--- src/rtl/fir_out_decimator.sv ---
// Post-FIR decimator: accumulate-and-dump averaging by 2^k, round/shift/saturate
// to OUT_W bits, and a small FIFO feeding a ready/valid consumer.
module fir_out_decimator #(
   parameter int IN_W  = 16,
   parameter int OUT_W = 8,
   parameter int DEPTH = 4
) (
   input  logic             clk,
   input  logic             rst,
   input  logic             in_valid,
   input  logic [IN_W-1:0]  in_data,
   input  logic [1:0]       dec_log2,
   input  logic [3:0]       shift,
   input  logic             clear_ovf,
   output logic             out_valid,
   output logic [OUT_W-1:0] out_data,
   input  logic             out_ready,
   output logic             fifo_full,
   output logic             ovf,
   output logic             sat
);

   localparam int ACC_W = IN_W + 3;
   localparam int RND_W = ACC_W + 2;
   localparam int PTR_W = $clog2(DEPTH);
   localparam logic signed [RND_W-1:0] SAT_MAX = RND_W'(2 ** (OUT_W - 1) - 1);
   localparam logic signed [RND_W-1:0] SAT_MIN = RND_W'(-(2 ** (OUT_W - 1)));

   logic signed [ACC_W-1:0] acc_q, acc_d;
   logic [2:0]              cnt_q, cnt_d;
   logic [1:0]              k_q, k_d;

   logic                    frameStart;
   logic [1:0]              kEff;
   logic [2:0]              lastCnt;
   logic                    dump;
   logic signed [ACC_W-1:0] sampleExt;
   logic signed [ACC_W-1:0] sumNow;

   logic [4:0]              shAmt;
   logic signed [RND_W-1:0] wideSum;
   logic signed [RND_W-1:0] half;
   logic signed [RND_W-1:0] rounded;
   logic                    clampHi, clampLo;
   logic [OUT_W-1:0]        satVal;
   logic                    satEvent;

   logic                    resValid_q, resValid_d;
   logic [OUT_W-1:0]        resData_q, resData_d;

   logic [OUT_W-1:0]        mem_q [DEPTH];
   logic [PTR_W-1:0]        wrPtr_q, wrPtr_d;
   logic [PTR_W-1:0]        rdPtr_q, rdPtr_d;
   logic [PTR_W:0]          count_q, count_d;
   logic                    outValid_q, full_q;
   logic                    ovf_q, ovf_d, sat_q, sat_d;
   logic                    isFull, pop, pushOk, drop;

   // The decimation factor is only taken from the input at a frame start, so
   // a mid-frame change waits for the next frame.
   always_comb begin
      frameStart = in_valid && (cnt_q == 3'd0);
      kEff       = frameStart ? dec_log2 : k_q;
      lastCnt    = (3'b001 << kEff) - 3'd1;
      dump       = in_valid && (cnt_q == lastCnt);
      sampleExt  = {{(ACC_W - IN_W){in_data[IN_W-1]}}, in_data};
      sumNow     = frameStart ? sampleExt : acc_q + sampleExt;
   end

   always_comb begin
      acc_d = acc_q;
      cnt_d = cnt_q;
      k_d   = k_q;
      if (in_valid) begin
         acc_d = sumNow;
         k_d   = kEff;
         cnt_d = dump ? 3'd0 : cnt_q + 3'd1;
      end
   end

   // Round half up by adding 2^(s-1) before the arithmetic shift.
   always_comb begin
      shAmt    = {3'b000, kEff} + {1'b0, shift};
      wideSum  = {{(RND_W - ACC_W){sumNow[ACC_W-1]}}, sumNow};
      half     = (shAmt == 5'd0) ? '0 : (RND_W'(1) <<< (shAmt - 5'd1));
      rounded  = (wideSum + half) >>> shAmt;
      clampHi  = rounded > SAT_MAX;
      clampLo  = rounded < SAT_MIN;
      satVal   = clampHi ? SAT_MAX[OUT_W-1:0] :
                 clampLo ? SAT_MIN[OUT_W-1:0] : rounded[OUT_W-1:0];
      satEvent = dump && (clampHi || clampLo);
   end

   always_comb begin
      resValid_d = dump;
      resData_d  = dump ? satVal : resData_q;
   end

   // A push into a full FIFO still lands when the head pops in the same cycle.
   always_comb begin
      isFull  = (count_q == (PTR_W + 1)'(DEPTH));
      pop     = outValid_q && out_ready;
      pushOk  = resValid_q && (!isFull || pop);
      drop    = resValid_q && isFull && !pop;
      wrPtr_d = pushOk ? wrPtr_q + PTR_W'(1) : wrPtr_q;
      rdPtr_d = pop ? rdPtr_q + PTR_W'(1) : rdPtr_q;
      count_d = count_q;
      if (pushOk && !pop) begin
         count_d = count_q + (PTR_W + 1)'(1);
      end else if (!pushOk && pop) begin
         count_d = count_q - (PTR_W + 1)'(1);
      end
   end

   // Sticky flags: a new event in the same cycle as a clear keeps the flag set.
   always_comb begin
      ovf_d = drop ? 1'b1 : (clear_ovf ? 1'b0 : ovf_q);
      sat_d = satEvent ? 1'b1 : (clear_ovf ? 1'b0 : sat_q);
   end

   always_ff @(posedge clk) begin
      if (rst) begin
         acc_q      <= '0;
         cnt_q      <= '0;
         k_q        <= '0;
         resValid_q <= 1'b0;
         resData_q  <= '0;
         wrPtr_q    <= '0;
         rdPtr_q    <= '0;
         count_q    <= '0;
         outValid_q <= 1'b0;
         full_q     <= 1'b0;
         ovf_q      <= 1'b0;
         sat_q      <= 1'b0;
         for (int i = 0; i < DEPTH; i++) begin
            mem_q[i] <= '0;
         end
      end else begin
         acc_q      <= acc_d;
         cnt_q      <= cnt_d;
         k_q        <= k_d;
         resValid_q <= resValid_d;
         resData_q  <= resData_d;
         wrPtr_q    <= wrPtr_d;
         rdPtr_q    <= rdPtr_d;
         count_q    <= count_d;
         outValid_q <= (count_d != '0);
         full_q     <= (count_d == (PTR_W + 1)'(DEPTH));
         ovf_q      <= ovf_d;
         sat_q      <= sat_d;
         if (pushOk) begin
            mem_q[wrPtr_q] <= resData_q;
         end
      end
   end

   assign out_valid = outValid_q;
   assign out_data  = mem_q[rdPtr_q];
   assign fifo_full = full_q;
   assign ovf       = ovf_q;
   assign sat       = sat_q;

endmodule
--- config.mk ---
export PLATFORM = sky130hd
export DESIGN_NAME = fir_out_decimator
export DESIGN_NICKNAME = d
export VERILOG_FILES = /design/src/rtl/fir_out_decimator.sv
export SDC_FILE = /design/constraint.sdc
export NUM_CORES = 1
export LEC_CHECK = 0
export CORE_ASPECT_RATIO = 1.2
export CORE_MARGIN = 1
export CORE_UTILIZATION = 66
export CTS_CLUSTER_SIZE = 16
export DETAILED_ROUTE_END_ITERATION = 8
export DONT_BUFFER_PORTS = 1
export GPL_TIMING_DRIVEN = 0
export HOLD_SLACK_MARGIN = 0.03
export PLACE_DENSITY = 0.82
export RECOVER_POWER = 50
export SLEW_MARGIN = 5
export SYNTH_ARGS = -nofsm -noshare
export SYNTH_HDL_FRONTEND = slang
export SYNTH_SLANG_ARGS = --single-unit
--- constraint.sdc ---
create_clock -name clk -period 10.3 [get_ports clk]
set_clock_uncertainty 0.1 [all_clocks]
set_input_delay 1.03 -clock clk [delete_from_list [all_inputs] [get_ports clk]]
set_output_delay 1.03 -clock clk [all_outputs]
set_load 0.01 [all_outputs]
==> metrics.yaml, run 1 <==
global_routing:
  use_met3_pct: 7.36
  grt_use_met2_pct: 67.2
  grt_overflow_total: 0
  grt_usage_pct: 37.5
  top_usage_layer: "met2"
  antenna_found_initial: 0
  grt_max_degree: 18
  grt_pass1_wl_um: 33600
  use_met1_pct: 42.1
  first_global_vias: 6777
worst_setup_path:
  cp_max_fo: 10
  rrSetupSlack_ns: 1.82
  critPathLaunchType: "input pin"
  critPathArrivalTime_ns: 9.15
  required_ns: 10.38
  crit_path_end_kind: "register"
  crit_type: "in -> reg"
final_layout:
  layout-drive-gt1-share_pct: 7.38
  multi_input_area_um2: 5010
  syn_to_final_growth_pct: 6.31
  mostFrequentLayoutCell: "nand2_1"
  utilization_pct: 72.8
  register_area_um2: 1880
  final_cells: 1051
  fin_nets: 992
  fillers: 847
  layout.cells.most_common_list: "113 x nand2_1, 110 x nor2_1, 60 x a21oi_1"
  n_antenna_cell: 0
logic_synthesis:
  syn_nets: 981
  synth-seq-area-share_pct: 25.9
  ys_warn_count: 0
  ys_seq_elements: 78
  synthFlopType: "dfxtp_1"
  synth_cell_types: 84
  synth_area_um2: 7270
  synth_edf_count: 32
  synth-async-reset-ratio_pct: 0
  netlist_instances: 906
  syn_avg_cell_area_um2: 8.03
floorplanning:
  initial_core_util_pct: 68.5
  coreArea_um2: 10600
  dieArea_um2: 11400
  die_w_um: 97.8
  die_y_um: 117
  row_count: 41
  ios: 39
place:
  numPortBuffers: 0
  gp_congestion: 1.03
  dpl.cell_count: 1035
  hpwlAfterDp_um: 16500
cts:
  clkLatencyLatePin_ns: 0.35
  cts_tree: "yes"
  cts_sinks: 78
  clockBufferDepth: 2
  cts_buffers: 9
  post_cts_resized: 0
  clk_pin_slew_worst_paths_ns: 0.07
  cts_max_level: 3
  ctsRootBufferMaster: "clkbuf_16"
  cts-hold-fix-buffers: 0
  post_cts_buffers: 0
sta:
  rsz0062_at_grt: "no"
  report.final.slew_viol_count: 0
  worst_pin_slew_ns: 1.19
  setup_viol: 0
  max_clock_freq_mhz: 110
  min_period_ns: 9.07
  totalNegativeSetupSlack_ns: 0
  finalHoldViolCount: 0
  finalCritPeriodShare_pct: 88.0
  slew_headroom_pct: 20.2
run_status:
  status: "complete, but fails checks"
  violations: "DRC"
power_and_ir_drop:
  cellPowerDensity_nw_per_um2: 192
  vdd_drop_max_mv: 0.106
  power.leakage_nw: 3.13
detailed_routing:
  drt_first_pass_iters: 7
  vias: 7204
  final_antenna_net_count: 0
  via_per_inst: 6.85
  drtIter0Drc: 536
  wl_per_cell_um: 20.3
  wirelength_um: 21300
  drcViolationCount: 6
min_path:
  hp-class: "reg -> reg"
run:
  cap_violations: 0
[registers in the layout (all words and copies together) (netlist names), 2 cells and up, named ones only]
| name | cells |
|---|---|
| mem_q | 32 |
| acc_q | 19 |
| resData_q | 8 |
| cnt_q | 3 |
| count_q | 3 |
| k_q | 2 |
| rdPtr_q | 2 |
| wrPtr_q | 2 |
[synth_stat cells, types with 8 or more instances]
master / instances / area share (%)
a211oi_1: 15 / 1.5
a21o_1: 12 / 1.2
a21oi_1: 60 / 4.1
a311oi_1: 17 / 2.0
a31oi_1: 10 / 0.86
and2_1: 17 / 1.5
clkbuf_1: 36 / 1.9
dfxtp_1: 46 / 13
edfxtp_1: 32 / 13
ha_1: 45 / 7.7
inv_1: 43 / 2.2
mux2i_1: 23 / 3.2
mux4_2: 13 / 4.0
nand2_1: 113 / 5.8
nand2b_1: 14 / 1.2
nand3_1: 25 / 1.7
nand4_1: 8 / 0.69
nor2_1: 110 / 5.7
nor3_1: 20 / 1.4
o211ai_1: 18 / 1.9
o21ai_0: 40 / 2.8
o21bai_1: 8 / 0.83
xnor2_1: 21 / 2.5
xor2_1: 11 / 1.3
[routing by layer]
metal | vias to the layer above | wire length [um]
li1 | 3377 | -
met2 | 344 | 10400
met4 | 0 | 1040
met1 | 3400 | 8390
met5 | - | 0
met3 | 83 | 1480
[where the power goes]
part	total, mW	internal, mW	switching [mW]
combinational	0.787	0.290	0.498
clock	0.320	0.172	0.148
sequential	0.378	0.354	0.0243
total	1.49	0.815	0.670
[metrics by stage]
step	cell area [um^2]	total power [mW]	hold WS, ns	setup WS (ns)
2_1_floorplan	7270	0.965	0.354	2.85
3_3_place_gp	7430	1.12	0.365	1.53
3_5_place_dp	7430	1.14	0.378	1.31
4_1_cts	7730	1.46	0.394	1.59
5_1_grt	7730	1.56	0.410	0.681
6_report	7730	1.49	0.391	1.23
[final timing paths]
path                                from                   endpoint  cells past startpoint
setup / recovery                in_valid  resData_q[3]$_SDFFE_PP0P_                     28
hold / removal    acc_q[11]$_SDFFE_PP0P_     acc_q[11]$_SDFFE_PP0P_                      2
setup reg to reg   cnt_q[0]$_SDFFE_PP0P_  resData_q[3]$_SDFFE_PP0P_                     28
hold reg to reg   acc_q[11]$_SDFFE_PP0P_     acc_q[11]$_SDFFE_PP0P_                      2
[critical path, cell delays in order]
cell and delay [ns]:
clkbuf_1 0.24, nor2b_1 0.25, and2_0 0.15, clkbuf_1 0.35, mux2i_1 0.40, inv_1 0.11
ha_1 0.21, inv_1 0.07, fa_1 0.30, xor2_1 0.81, clkbuf_1 0.45, clkbuf_1 0.44
nand3_1 0.25, nor2_1 0.16, ha_1 0.22, inv_1 0.07, fa_1 0.40, and2b_1 0.30
o2111ai_1 0.22, a211oi_1 0.32, nor3_1 0.17, mux4_2 0.48, a32oi_1 0.24, o311ai_1 0.14
nor4_1 0.44, nand4_1 0.25, o311ai_4 0.48, o211ai_1 0.19
[layout make-up]
cell class	instances	area share, %
Clock buffer	9	2.91
Tap cell	129	2.09
Buffer	50	2.74
Clock inverter	7	0.955
Inverter	44	2.14
Sequential cell	78	24.3
Multi-Input combinational cell	734	64.8
[kinds of logic (layout without fill, tap and decap cells)]
| kind of cell | count (synthesis) | count (layout) | share of synthesized area (%) |
|---|---|---|---|
| AND/OR/NAND/NOR | 351 | 351 | 22.1 |
| other | 1 | 1 | 0.0516 |
| adder cells (fa/ha/maj) | 48 | 48 | 8.57 |
| AO/OA/AOI/OAI | 257 | 257 | 25.5 |
| multiplexers | 44 | 44 | 8.48 |
| flip-flops | 78 | 78 | 25.9 |
| buffers and inverters | 94 | 110 | 5.20 |
| XOR/XNOR | 33 | 33 | 4.16 |
No activity file was read; power rests on OpenSTA's default activity.
==> inputs of run 2 (changes only) <==
--- a/config.mk
+++ b/config.mk
@@ -5,15 +5,19 @@
 export SDC_FILE = /design/constraint.sdc
 export NUM_CORES = 1
 export LEC_CHECK = 0
+export ABC_AREA = 1
+export CAP_MARGIN = 10
+export CELL_PAD_IN_SITES_DETAIL_PLACEMENT = 0
+export CELL_PAD_IN_SITES_GLOBAL_PLACEMENT = 1
 export CORE_ASPECT_RATIO = 1.2
 export CORE_MARGIN = 1
-export CORE_UTILIZATION = 66
+export CORE_UTILIZATION = 47
 export CTS_CLUSTER_SIZE = 16
 export DETAILED_ROUTE_END_ITERATION = 8
 export DONT_BUFFER_PORTS = 1
 export GPL_TIMING_DRIVEN = 0
 export HOLD_SLACK_MARGIN = 0.03
-export PLACE_DENSITY = 0.82
+export PLACE_DENSITY_LB_ADDON = 0.1
 export RECOVER_POWER = 50
 export SLEW_MARGIN = 5
 export SYNTH_ARGS = -nofsm -noshare
==> run 2 against run 1 <==
The flow now finishes without violations. Die area increased by 35%. Total power decreased by 5.0%. Non-clock buffer count decreased by 18. Routed wire length decreased by 4.1%. Critical path depth increased by 12. Fmax increased by 18%.
==> metrics.yaml, run 2 <==
logic_synthesis:
  syn_avg_cell_area_um2: 6.42  # -20%
  synth-seq-area-share_pct: 26.8  # +0.90 points
  ys_seq_elements: 78  # unchanged
  synth_cell_types: 53  # -37%
  synth_most_common_cell: "nand2_1"
  synth_edf_count: 32  # unchanged
  synth-async-reset-ratio_pct: 0  # unchanged
  syn_nets: 1170  # +19%
  synthTopCellsByCount: "223 x nand2_1, 161 x nor2_1, 137 x inv_1"
  ys_warn_count: 0  # unchanged
  netlist_instances: 1095  # +21%
  synth_top_area_cell: "edfxtp_1"
  synthTopCellsByArea: "edfxtp_1 14%, dfxtp_1 13%, nand2_1 12%"
  yosys.area.top_type_share_pct: 13.7  # +0.46 points
  synthFlopType: "dfxtp_1"
  synth_area_um2: 7030  # -3.4%
final_layout:
  mostFrequentLayoutCell: "nand2_1"
  fin_nets: 1183  # +19%
  top_register: "mem_q"
  utilization_pct: 52.4  # -20 points
  final_cells: 1313  # +25%
  layout.cells.most_common_list: "223 x nand2_1, 161 x nor2_1, 137 x inv_1"
  largest_reg_flops: 32  # unchanged
  syn_to_final_growth_pct: 8.01
  layout-drive-gt1-share_pct: 7.73  # +0.35 points
  n_antenna_cell: 0  # unchanged
  reg_top3: "mem_q: 32 flops, acc_q: 19 flops, resData_q: 8 flops"
cts:
  cts_buffers: 9  # unchanged
  post_cts_resized: 0  # unchanged
  cts_max_level: 3  # unchanged
  ctsRootBufferMaster: "clkbuf_16"
  clkLatencyLatePin_ns: 0.34  # about the same
  clk_pin_slew_worst_paths_ns: 0.06  # about the same
  cts-hold-fix-buffers: 0  # unchanged
  cts_sinks: 78  # unchanged
  cts_tree: "yes"
  clockBufferDepth: 2  # unchanged
  post_cts_buffers: 0  # unchanged
sta:
  worst_pin_slew_ns: 1.06  # -0.125 ns
  slew_headroom_pct: 28.5  # +8.3 points
  totalNegativeSetupSlack_ns: 0  # unchanged
  rsz0062_at_grt: "no"
  setup_viol: 0  # unchanged
  finalHoldViolCount: 0  # unchanged
  min_period_ns: 7.71  # -1.36 ns
  max_clock_freq_mhz: 130  # +18%
  report.final.slew_viol_count: 0  # unchanged
  finalCritPeriodShare_pct: 74.9  # -13 points
floorplanning:
  coreArea_um2: 14500  # +36%
  initial_core_util_pct: 48.5  # -20 points
  row_count: 48  # +17%
  dieArea_um2: 15400  # +35%
  die_y_um: 136  # +16%
  die_w_um: 114  # +16%
  ios: 39  # unchanged
worst_setup_path:
  crit_type: "in -> reg"
  cp_max_fo: 10  # unchanged
  cpPeakStageDelay_ns: 0.45  # -0.36 ns
  startpoint: "in_valid"
  timing.rr.start: "cnt_q[0]$_SDFFE_PP0P_"
  crit_path_frequent_cell: "nand2_1"
  slowest_stage: "o21ai_0"
  rrSetupSlack_ns: 3.12  # +1.30 ns
  crit_path_end_kind: "register"
  critPathLaunchType: "input pin"
  required_ns: 10.43  # +0.05 ns
  r2r_end: "sat$_SDFFE_PP0P_"
  critPathArrivalTime_ns: 7.85  # -1.30 ns
  rr_worst_depth: 42  # +50%
power_and_ir_drop:
  power_frac_comb_pct: 50.7  # -2.3 points
  total_power_mw: 1.41  # -5.0%
  swShare_pct: 45.6  # +0.47 points
  pwr-share-seq_pct: 26.2  # +0.7 points
  p_sw_uw: 643  # -4.0%
  vdd_drop_max_mv: 0.0736  # -30%
  power.leakage_nw: 3.62  # +16%
  clock_power_share_pct: 23.1  # +1.5 points
  internal_power_uw: 768  # -5.8%
  cellPowerDensity_nw_per_um2: 186  # -3.3%
min_path:
  worst_hold_path.endpoint: "resData_q[7]$_SDFFE_PP0P_"
  hp-class: "reg -> reg"
  hp-start: "resData_q[7]$_SDFFE_PP0P_"
  hold_depth: 2  # unchanged
place:
  hpwlAfterDp_um: 16800  # +1.3%
  numPortBuffers: 0  # unchanged
  dpl.cell_count: 1295  # +25%
  gp_congestion: 0.934  # -9.4%
detailed_routing:
  drt_first_pass_iters: 5  # -2
  final_antenna_net_count: 0  # unchanged
  drtIter0Drc: 410  # -24%
  via_per_inst: 5.35  # -22%
  vias: 7026  # -2.5%
  wirelength_um: 20500  # -4.1%
  wl_per_cell_um: 15.6  # -23%
  drcViolationCount: 0  # -6
global_routing:
  grt_overflow_total: 0  # unchanged
  grt_pass1_wl_um: 32700  # -2.8%
  grt_usage_pct: 27.3  # -10 points
  grt_max_degree: 16  # -2
  first_global_vias: 6669  # -1.6%
  antenna_found_initial: 0  # unchanged
run_status:
  status: "finished, final reports clean"
run:
  cap_violations: 0  # unchanged
==> run 2: cell count changes after synthesis, moves of 23 or more <==
cell     before  now
nand2_1     113  223
nand3_1      25  108
inv_1        43  137
nor2_1      110  161
mux2i_1      23    0
o21ai_0      40   92
==> run 2: stage by stage <==
| stage | hold slack, ns | worst slack (ns) | instance area, um^2 |
|---|---|---|---|
| finish | 0.372 | 2.59 | 7590 |
| global route | 0.396 | 1.95 | 7590 |
| CTS | 0.371 | 2.81 | 7580 |
| detailed placement | 0.362 | 2.47 | 7280 |
| global placement | 0.357 | 2.49 | 7280 |
| floorplan | 0.344 | 3.84 | 7030 |
==> run 2: power groups by stage <==
stage,Clock [mW],Combinational (mW),Sequential [mW]
5_1_grt,0.342,0.807,0.374
6_report,0.326,0.715,0.370
4_1_cts,0.331,0.710,0.370
2_1_floorplan,0,0.533,0.372
3_3_place_gp,0,0.706,0.376
3_5_place_dp,0,0.706,0.376
==> run 2: logic make-up after synthesis <==
| kind of cell | synth area share [%] |
|---|---|
| xor gates and xnor gates | 2.23 |
| adders and majority gates | 8.87 |
| and+or+nand+nor | 36.3 |
| DFF | 26.8 |
| other | 0.0534 |
| buffers and inverters | 9.76 |
| AOI/OAI and AO/OA | 16.0 |
==> run 2: how the worst max path moves through the flow <==
stage / end / slack, ns
after global placement: sat$_SDFFE_PP0P_ / 2.49
after detailed placement: sat$_SDFFE_PP0P_ / 2.47
after CTS: sat$_SDFFE_PP0P_ / 2.81
after global routing: sat$_SDFFE_PP0P_ / 1.95
final: sat$_SDFFE_PP0P_ / 2.59
after floorplan: resData_q[1]$_SDFFE_PP0P_ / 3.84
==> run 2: final cells by class <==
type,count,area (um^2)
fillers,1566,6880
multi-input cells,838,4460
flip-flops and latches,78,1880
inverters,149,559
well taps,200,250
clock buffers,9,225
plain buffers,30,125
clock inverters,7,80.1
repair buffers,2,8.76
==> run 2: metal layers <==
layer	GRT usage (%)	vias up	part of all wire [%]
met5	0	-	0
met1	33.1	3177	44
met3	2.94	35	3.6
met2	48.7	165	49
li1	-	3649	-
met4	11.4	0	3.4
==> run 2: worst max-delay path: cells and delay by family <==
kind	cells	cell delay, ns
adders and majority gates	4	1.28
and+or+nand+nor	23	2.81
AOI/OAI and AO/OA	5	1.12
buffers and inverters	8	1.60
